<file path="src/rtl/fetch_buffer.sv">
// Instruction fetch buffer: fetches aligned 32-bit words, splits them into
// halfwords and queues them for the compressed decoder, with redirect flush.
module fetch_buffer #(
  parameter int unsigned DEPTH    = 4,
  parameter logic [31:0] RESET_PC = 32'd0
) (
  input  logic        clock,
  input  logic        reset,
  output logic        mem_req,
  output logic [31:0] mem_addr,
  input  logic        mem_gnt,
  input  logic        mem_rvalid,
  input  logic [31:0] mem_rdata,
  output logic        inst_valid,
  output logic [15:0] inst,
  output logic [31:0] inst_pc,
  input  logic        inst_ready,
  input  logic        redirect_valid,
  input  logic [31:0] redirect_pc
);

  localparam int unsigned AW = $clog2(DEPTH);
  localparam int unsigned CW = AW + 1;

  typedef enum logic [1:0] {
    S_IDLE    = 2'd0,
    S_REQ     = 2'd1,
    S_WAIT    = 2'd2,
    S_DISCARD = 2'd3
  } state_e;

  state_e          state_q, state_d;
  logic [15:0]     fifo_q [DEPTH];
  logic [15:0]     fifo_d [DEPTH];
  logic [AW-1:0]   wr_ptr_q, wr_ptr_d;
  logic [AW-1:0]   rd_ptr_q, rd_ptr_d;
  logic [CW-1:0]   count_q, count_d;
  logic [31:0]     fetch_addr_q, fetch_addr_d;
  logic [31:0]     inst_pc_q, inst_pc_d;
  logic            drop_low_q, drop_low_d;

  logic            push_lo_c;
  logic            push_hi_c;
  logic            pop_c;
  logic            unused_pc_bit;

  // Halfword address bit 0 carries no information for 16-bit aligned PCs.
  assign unused_pc_bit = redirect_pc[0];

  // A response is only accepted for the live request; redirect squashes it.
  assign push_hi_c = (state_q == S_WAIT) && mem_rvalid && !redirect_valid;
  assign push_lo_c = push_hi_c && !drop_low_q;
  assign pop_c     = (count_q != '0) && inst_ready && !redirect_valid;

  // State register
  always_ff @(posedge clock or posedge reset) begin
    if (reset) begin
      state_q <= S_IDLE;
    end else begin
      state_q <= state_d;
    end
  end

  // Next-state logic; a request is only issued with two free slots
  always_comb begin
    state_d = state_q;
    unique case (state_q)
      S_IDLE: begin
        if (redirect_valid || (count_q <= CW'(DEPTH - 2))) begin
          state_d = S_REQ;
        end
      end
      S_REQ: begin
        if (mem_gnt) begin
          state_d = redirect_valid ? S_DISCARD : S_WAIT;
        end
      end
      S_WAIT: begin
        if (redirect_valid) begin
          state_d = mem_rvalid ? S_IDLE : S_DISCARD;
        end else if (mem_rvalid) begin
          state_d = S_IDLE;
        end
      end
      S_DISCARD: begin
        if (mem_rvalid) begin
          state_d = S_IDLE;
        end
      end
      default: state_d = S_IDLE;
    endcase
  end

  // FIFO, PC and fetch-address update; redirect overrides push and pop
  always_comb begin
    fifo_d       = fifo_q;
    wr_ptr_d     = wr_ptr_q;
    rd_ptr_d     = rd_ptr_q;
    count_d      = count_q;
    fetch_addr_d = fetch_addr_q;
    inst_pc_d    = inst_pc_q;
    drop_low_d   = drop_low_q;
    if (redirect_valid) begin
      wr_ptr_d     = '0;
      rd_ptr_d     = '0;
      count_d      = '0;
      fetch_addr_d = {redirect_pc[31:2], 2'b00};
      inst_pc_d    = {redirect_pc[31:1], 1'b0};
      drop_low_d   = redirect_pc[1];
    end else begin
      if (push_lo_c) begin
        fifo_d[wr_ptr_d] = mem_rdata[15:0];
        wr_ptr_d         = wr_ptr_d + AW'(1);
      end
      if (push_hi_c) begin
        fifo_d[wr_ptr_d] = mem_rdata[31:16];
        wr_ptr_d         = wr_ptr_d + AW'(1);
        drop_low_d       = 1'b0;
        fetch_addr_d     = fetch_addr_q + 32'd4;
      end
      if (pop_c) begin
        rd_ptr_d  = rd_ptr_q + AW'(1);
        inst_pc_d = inst_pc_q + 32'd2;
      end
      count_d = count_q + CW'(push_lo_c) + CW'(push_hi_c) - CW'(pop_c);
    end
  end

  // Datapath registers
  always_ff @(posedge clock or posedge reset) begin
    if (reset) begin
      fifo_q       <= '{default: '0};
      wr_ptr_q     <= '0;
      rd_ptr_q     <= '0;
      count_q      <= '0;
      fetch_addr_q <= {RESET_PC[31:2], 2'b00};
      inst_pc_q    <= {RESET_PC[31:1], 1'b0};
      drop_low_q   <= RESET_PC[1];
    end else begin
      fifo_q       <= fifo_d;
      wr_ptr_q     <= wr_ptr_d;
      rd_ptr_q     <= rd_ptr_d;
      count_q      <= count_d;
      fetch_addr_q <= fetch_addr_d;
      inst_pc_q    <= inst_pc_d;
      drop_low_q   <= drop_low_d;
    end
  end

  // Outputs decoded from registered state and FIFO storage only
  always_comb begin
    mem_req    = (state_q == S_REQ);
    mem_addr   = fetch_addr_q;
    inst_valid = (count_q != '0);
    inst       = fifo_q[rd_ptr_q];
    inst_pc    = inst_pc_q;
  end

endmodule

</file>
<file path="config.mk">
export PLATFORM = sky130hd
export DESIGN_NAME = fetch_buffer
export DESIGN_NICKNAME = d
export VERILOG_FILES = /design/src/rtl/fetch_buffer.sv
export SDC_FILE = /design/constraint.sdc
export NUM_CORES = 1
export LEC_CHECK = 0
export BUFFER_PORTS_ARGS = -buffer_cell sky130_fd_sc_hd__buf_2
export CELL_PAD_IN_SITES_DETAIL_PLACEMENT = 1
export CELL_PAD_IN_SITES_GLOBAL_PLACEMENT = 1
export CORE_MARGIN = 1
export CORE_UTILIZATION = 38
export CTS_CLUSTER_SIZE = 24
export DETAILED_ROUTE_END_ITERATION = 8
export PLACE_DENSITY = 0.83
export SYNTH_ARGS = -nofsm -noshare
export SYNTH_HDL_FRONTEND = slang
export SYNTH_SLANG_ARGS = --single-unit
</file>
<file path="constraint.sdc">
create_clock -name clock -period 3.63 [get_ports clock]
set_input_delay 0.1815 -clock clock [delete_from_list [all_inputs] [get_ports clock]]
set_output_delay 0.1815 -clock clock [all_outputs]
set_load 0.01 [all_outputs]
</file>
# Word level (Yosys, flattened, before mapping)
# Cells that the tools add are included.
# op_classes
muxes	32
n_eq_ne	5
n_bitwise	3
order_cmp	6
n_reduce_logical	15
addsub	8
# ops
op	n
two-way mux 64 bit	3
bitwise mux 64 bit	2
two-way mux 32 bit	4
demux 16 bit (select 2 bit)	2
two-way mux 16 bit	4
adder 32 x 2 -> 32 bit, second input constant	1
adder 32 x 3 -> 32 bit, second input constant	1
binary-select mux 16 bit (select 2 bit)	1
two-way mux 2 bit	11
greater-or-equal comparator 3 bit, second input constant	3
NOT 2 -> 3 bit	3
one-hot mux 2 bit (4 select lines)	1
logical AND 1 bit	7
adder 2 x 1 -> 2 bit, second input constant	3
adder 3 x 1 -> 3 bit	2
< comparator 3 x 1 -> 1 bit, second input constant	2
equality test 2 bit, second input constant	2
nonzero test 2 bit	2
less-or-equal comparator 3 x 2 -> 1 bit, second input constant	1
two-way mux 1 bit	3
two-way mux 3 bit	1
nonzero test 3 bit	1
subtractor 3 x 1 -> 3 bit	1
equality test 2 x 1 -> 1 bit, second input constant	1
other kinds (6)	7
# word_totals
regBits	138
elab_cells	80
output_inout_bits	82
inputBits	70

# Longest topological paths before layout
# Gate-level depths: netlist (run 1).
# logic_depth
depth_word	13
depth_mapped	12
ltp_nobuf	11

# Worst setup path after synthesis (run 1)
# No wires, ideal clock.
# synth_timing
path_type	reg2reg
start	reg state_q[1]
end	reg fifo_q[16] (netlist name)
arrival_ps	2529
required_time_ps	3497
path_stages_with_launch	10
synth_period_minus_slack_ps	2661
setup_slack_ps	969
cell_sequence	dfrtp_1 -> and3b_1 -> clkbuf_1 -> nand2_1 -> nor2_1 -> mux2_2 -> ha_1 -> o21ai_1 -> clkbuf_1 -> a21oi_1
# synth_via
elab_chain_cells	13
word_cells_on_any_way	16
cone_classes	order compare: 2; eq/ne: 1; mux: 8; bitwise: 1; reduce/logical: 4
# synth_lines
element	line	text
from (decl)	32	state_e state_q, state_d;
from (signal assigned)	60	state_q <= state_d;
equality test 2 bit *	51	assign push_hi_c = (state_q == S_WAIT) && mem_rvalid && !redirect_valid;
logical AND 1 bit * (2 in series)	51	
logical AND 1 bit	52	assign push_lo_c = push_hi_c && !drop_low_q;
two-way mux 2 bit	111	if (push_lo_c) begin
two-way mux 2 bit	103	if (redirect_valid) begin
NOT 2 -> 3 bit (not written as such)	116	fifo_d[wr_ptr_d] = mem_rdata[31:16];
greater-or-equal comparator 3 bit (not written as such) / < comparator 3 x 1 -> 1 bit (equally long branches)	116	
logical AND 1 bit (not written as such)	116	
two-way mux 16 bit (not written as such)	116	
demux 16 bit (select 2 bit)	116	
bitwise mux 64 bit	116	
two-way mux 64 bit *	115	if (push_hi_c) begin
to (signal assigned)	140	fifo_q <= fifo_d;
to (decl)	33	logic [15:0] fifo_q [DEPTH];
# Every way passes the cells marked *; elsewhere a longest branch is shown, timed or not. The select of a mux whose other input is x is not followed.
# A chain may end at the register's enable or synchronous reset.

# Final worst setup path (run 1)
# layout_timing
start	reg state_q[1]
end	reg fifo_q[17] (netlist name)
# Same word-level chain as after synthesis.

==> impl_metrics.ini, run 1 <==
[die]
core_um2 = 19500
die_h_um = 143
fp.dieW_um = 143
num_rows = 51
io_pins = 152
die_area_um2 = 20500
initial_core_util_pct = 38.8

[layout]
fillerInstances = 2252
fin_nets = 1011
num_antenna_cells = 0
synthToLayoutAreaGrowth_pct = 21.4
layout-drive-gt1-share_pct = 24.7
seqCellArea_um2 = 3380
multi_input_area_um2 = 3760

[pwr]
sw_frac_of_total_pct = 33.7
switching_power_uw = 1780
intPower_uw = 3500
power_frac_comb_pct = 28.0
p_per_area_nw_per_um2 = 575
p_leak_uw = 0.00397
clockPowerShare_pct = 33.4
total_power_uw = 5270
peakVddDrop_mv = 0.353
seqPwrFrac_pct = 38.5

[synth]
synth_area_leaders = dfrtp_1, o22ai_1, a21oi_1
async_flop_share_pct = 100
synth_top_area_share_pct = 44.7
synth_cells = 792
synth_compound_area_share_pct = 20.9
seq_area_frac_synth_pct = 44.7
synthMuxAreaShare_pct = 6.67
netlist_area_um2 = 7560
synth-main-ff-cell = dfrtp_1
synthSimpleGateAreaFrac_pct = 16.8
yosys.area.top_type = dfrtp_1
synth_xor_area_share_pct = 2.78
synth_top_family_by_area = compound AO/OA/AOI/OAI gates
synth_edf_count = 0
ys_ff_latch = 135
synthAdderAreaFrac_pct = 2.52
syn_area_per_cell_um2 = 9.54
ys_types = 62
synth_warnings = 0

[timing]
fin_worst_skew_ns = 0.0110
slew-limit-headroom_pct = 34.0
fin_crit_sh_pct = 85.5
period_needed_ns = 3.10
drv_slew = 0
setup_slack_ns = 0.526
rsz0062_at_grt = no
hold_viol = 0
fin_setup_tns_ns = 0
worst_slew_pin_slew_ns = 0.991
hold_slack_ns = 0.0120
setup_viol = 0
max_freq_mhz = 322

[clocking]
clk_latency_ns = 0.42
root_buffer = clkbuf_16
holdBufCountCts = 4
tritoncts = built
clkTransAtPathRegs_ns = 0.06
htree_levels = 4
clock_path_buffers = 2
cts_buffers = 17
cts_setup_buffers = 0
clock_sinks = 135
cts_resized = 0

[critical_path]
crit_required_ns = 3.97
startpoint_type = register
critical_path_class = register to register
ff2ff_setup_slack_ns = 0.53
worstSetupEndpointType = register
crit_fanout = 16
cp.arrival_ns = 3.44

[drt]
drt_pass1_iterations = 4
viasPerCell = 5.95
ant_nets = 0
wl_per_cell_um = 20.4
drtIter0Drc = 424
routed_wl_mm = 24.6
vias = 7166
post-route-drc-count = 0

[worst_hold_path]
hold_class = input pin to register

[global_route]
first_global_vias = 7475
grt_usage_pct = 25.1
antenna_found_initial = 0
grt_pass1_wl_mm = 39.7
grt_overflow = 0
grt_max_degree = 80

[job]
cap_violations = 0

[placement]
place_congestion = 0.819
io_buffers = 147
pre_cts_slack_ns = 0.645
hpwlAfterDp_mm = 16.3

[status]
status = finished, final reports clean
final timing paths:
path	cells past startpoint	endpoint	startpoint
max	8	fifo_q[17]$_DFFE_PP0N_	state_q[1]$_DFFE_PP0P_
min	2	mem_addr[7]$_DFFE_PP0N_	redirect_pc[7]
max reg2reg	8	fifo_q[17]$_DFFE_PP0N_	state_q[1]$_DFFE_PP0P_
min reg2reg	1	fifo_q[62]$_DFFE_PP0N_	fifo_q[62]$_DFFE_PP0N_
max in group asynchronous	4	fifo_q[47]$_DFFE_PP0N_	reset
min in group asynchronous	3	drop_low_q$_DFFE_PP0N_	reset
flip-flops by register name, indices dropped and copies added, names as in the netlist:
| name | cells |
|---|---|
| wr_ptr_q | 2 |
| state_q | 2 |
| mem_addr | 30 |
| rd_ptr_q | 2 |
| drop_low_q | 1 |
| fifo_q | 64 |
| count_q | 3 |
| inst_pc | 31 |
cells in the mapped netlist, types with 11 or more instances:
cell type  instances
nand3_1           22
a211oi_1          14
ha_1              12
o22ai_1           93
xnor2_1           14
nor3_1            14
nand2_1           45
o21ai_0           13
and4_1            20
nand4_1           16
mux4_2            16
mux2_2            11
nor2_1            44
a21oi_1           74
inv_1             51
dfrtp_1          135
a31oi_1           19
clkbuf_1          40
nor4_1            14
area by class of cell:
type / count / share of cell area, %
Clock buffer: 19 / 4.83
Timing Repair Buffer: 167 / 9.90
Inverter: 53 / 2.21
Clock inverter: 13 / 1.58
Multi-Input combinational cell: 553 / 41.0
Tap cell: 265 / 3.61
Sequential cell: 135 / 36.8
kinds of logic (layout without fill, tap and decap cells):
| group | Yosys count | after routing |
|---|---|---|
| AO/OA/AOI/OAI | 254 | 254 |
| AND/OR/NAND/NOR | 229 | 229 |
| flip-flops | 135 | 135 |
| buffers and inverters | 106 | 252 |
| multiplexers | 29 | 29 |
| XOR/XNOR | 24 | 24 |
| adder cells (fa/ha/maj) | 14 | 14 |
| other | 1 | 3 |
cells in the final DEF (no fill, tap or decap), types with 6 or more instances in the layout:
cell,instances
nand4_1,16
buf_4,15
dfrtp_1,135
o31ai_1,10
nor2b_1,8
a311oi_1,6
o22ai_1,93
a21o_1,7
nand3_1,22
mux2_2,11
xnor2_1,14
a21oi_1,74
ha_1,12
nor2_1,44
mux4_2,16
or4_1,8
o21ai_0,13
a31oi_1,19
buf_2,147
and3_1,10
and4_1,20
or3_1,9
clkinvlp_4,7
xor2_1,10
nor4_1,14
a211oi_1,14
clkbuf_16,17
nor3_1,14
nand2_1,45
inv_1,50
critical path, cell delays in order, from the launching register on:
cell and delay [ns]:
dfrtp_1 0.51, and3b_1 0.34, nand2_1 0.18, nor2_1 0.40, mux2_2 0.41, ha_1 0.20, nand2_1 0.58, o22ai_1 0.22
a21oi_1 0.17
metrics by stage:
| step | instances | instance area [um^2] | util, % |
|---|---|---|---|
| global placement | 1169 | 8550 | 43.9 |
| detailed placement | 1169 | 8550 | 43.9 |
| finish | 1205 | 9170 | 47.1 |
| global route | 1205 | 9170 | 47.1 |
| CTS | 1205 | 9170 | 47.1 |
| floorplan | 794 | 7570 | - |
power by group through the flow:
| stage | Combinational (uW) | Sequential (uW) | Clock (uW) |
|---|---|---|---|
| 3_3_place_gp | 1430 | 2030 | 0 |
| 2_1_floorplan | 946 | 2000 | 0 |
| 6_report | 1480 | 2030 | 1760 |
| 4_1_cts | 1490 | 2030 | 1790 |
| 3_5_place_dp | 1480 | 2050 | 0 |
| 5_1_grt | 1620 | 2070 | 1860 |
per-layer routing:
| metal | track usage (%) | vias up | routed length (um) |
|---|---|---|---|
| li1 | - | 3270 | - |
| met1 | 31.7 | 3636 | 10400 |
| met5 | 0 | - | 0 |
| met4 | 8.60 | 0 | 408 |
| met2 | 42.5 | 225 | 12400 |
| met3 | 5.00 | 35 | 1420 |
Note: power is estimated with default switching activity, not from simulation.
==> run 2, diff against run 1 <==
==> constraint.sdc (replaced) <==
create_clock -name clock -period 3.63 [get_ports clock]
set_input_delay 0.9075 -clock clock [delete_from_list [all_inputs] [get_ports clock]]
set_output_delay 0.9075 -clock clock [all_outputs]
set_load 0.01 [all_outputs]
==> run 2 against run 1 <==
Net effect:
- utilization increased by 0.39 points
- hold slack improved by 0.35 ns
- critical endpoint is now fifo_q[7]$_DFFE_PP0N_
- total power increased by 4.9%
- die area unchanged
- maximum frequency increased by 0.37%
- design area increased by 0.82%
- critical path type is now input pin to register
- first-iteration DRC count decreased by 21%
==> impl_metrics.ini, run 2 (synthesis results as in run 1) <==
[status]
status = finished, final reports clean

[critical_path]
r2r_cells = 8
cp.arrival_ns = 3.44
critical_path_class = input pin to register
crit_required_ns = 3.98
crit_start = mem_rvalid
crit_fanout = 15
slowest_delay_ns = 0.50
rr_endpoint = fifo_q[7]$_DFFE_PP0N_
startpoint_type = input pin
slowest_stage = nand2_1
r2r_start = state_q[1]$_DFFE_PP0P_
worstSetupEndpointType = register
crit_chain = buf_2, and3b_1, nand2_1, nor2_1, mux2_2, ha_1, nand2_1, o22ai_1, a21oi_1
critical_path.most_common_cell = nand2_1
ff2ff_setup_slack_ns = 0.62

[clocking]
clk_latency_ns = 0.43
cts_buffers = 17
htree_levels = 4
clock_path_buffers = 2
clkTransAtPathRegs_ns = 0.06
cts_resized = 0
clock_sinks = 135
holdBufCountCts = 0
tritoncts = built
root_buffer = clkbuf_16
cts_setup_buffers = 0

[die]
num_rows = 51
die_area_um2 = 20500
die_h_um = 143
core_um2 = 19500
fp.dieW_um = 143
io_pins = 152
initial_core_util_pct = 38.8

[timing]
setup_viol = 0
period_needed_ns = 3.09
fin_crit_sh_pct = 85.2
drv_slew = 0
rsz0062_at_grt = no
hold_viol = 0
fin_worst_skew_ns = 0.00914
max_freq_mhz = 323
fin_setup_tns_ns = 0
setup_slack_ns = 0.537
worst_slew_pin_slew_ns = 1.01
slew-limit-headroom_pct = 31.9

[job]
cap_violations = 0

[placement]
hpwlAfterDp_mm = 16.5
place_congestion = 0.792
placed_area_um2 = 8570
io_buffers = 147
pre_cts_slack_ns = 0.129

[drt]
viasPerCell = 5.97
drt_pass1_iterations = 6
ant_nets = 0
routed_wl_mm = 24.7
wl_per_cell_um = 20.5
drtIter0Drc = 334
vias = 7187
post-route-drc-count = 0

[pwr]
peakVddDrop_mv = 0.316
total_power_uw = 5530
p_leak_uw = 0.00403
p_per_area_nw_per_um2 = 598

[layout]
fin_nets = 1009
layout_common_cells = buf_2, dfrtp_1, o22ai_1, a21oi_1, inv_1
final_common_cell = buf_2
final_util_pct = 47.5
largest-register = fifo_q
synthToLayoutAreaGrowth_pct = 22.4
fillerInstances = 2253
largest_reg_flops = 64
finish.instance_area_um2 = 9250
layout-drive-gt1-share_pct = 24.9

[global_route]
grt_pass1_wl_mm = 40.3
grt_usage_pct = 25.5
grt_max_degree = 80
antenna_found_initial = 1
grt_overflow = 0
first_global_vias = 7493

[worst_hold_path]
hold_class = input pin to asynchronous set/reset pin
==> run 2: cell count changes in the layout (fill, tap and decap cells not counted), sizes merged <==
cell / before / now
bufinv: 2 / 6
clkinvlp: 7 / 3
dlygate4sd3: 4 / 0
buf: 163 / 165
clkinv: 1 / 3
clkbuf: 19 / 18
diode: 0 / 1
inv: 56 / 55
==> run 2: worst max-delay path: cells and delay by family <==
family | cells | cell delay (ns)
buffers and inverters | 1 | 0.15
AND/OR/NAND/NOR | 4 | 1.38
adder cells (fa/ha/maj) | 1 | 0.22
AO/OA/AOI/OAI | 2 | 0.37
multiplexers | 1 | 0.41
==> run 2: per-layer routing <==
layer | up-vias | global-route usage, % | wire, um
li1 | 3262 | - | -
met5 | - | 0 | 0
met3 | 34 | 5.73 | 1390
met2 | 223 | 44.0 | 12500
met4 | 0 | 8.60 | 424
met1 | 3668 | 31.2 | 10400
==> run 2: stage by stage <==
stage	std cells	hold slack, ns
2_1_floorplan	794	0.444
3_3_place_gp	1171	0.470
3_5_place_dp	1171	0.471
4_1_cts	1203	0.355
5_1_grt	1203	0.359
6_report	1204	0.366
==> run 2: final cells by class <==
class	instances	area, um^2	share of cell area, %
timing repair buffer	165	896	9.69
multi-input combinational	553	3760	40.7
sequential	135	3380	36.5
inverter	53	203	2.19
antenna	1	2.50	0.0271
tap	265	332	3.58
clock buffer	18	429	4.64
clock inverter	14	244	2.64
==> run 2: where the power goes <==
part	switching, uW	internal [uW]	total, uW
sequential	276	1750	2030
clock	721	1300	2020
combinational	780	703	1480
total	1780	3750	5530
==> run 2: how the worst max path moves through the flow <==
stage | endpoint | slack (ns)
4_1_cts | fifo_q[11]$_DFFE_PP0N_ | 0.56
3_3_place_gp | fifo_q[3]$_DFFE_PP0N_ | 0.22
5_1_grt | fifo_q[11]$_DFFE_PP0N_ | 0.34
6_report | fifo_q[7]$_DFFE_PP0N_ | 0.54
2_1_floorplan | fifo_q[16]$_DFFE_PP0N_ | 0.55
3_5_place_dp | fifo_q[1]$_DFFE_PP0N_ | 0.13
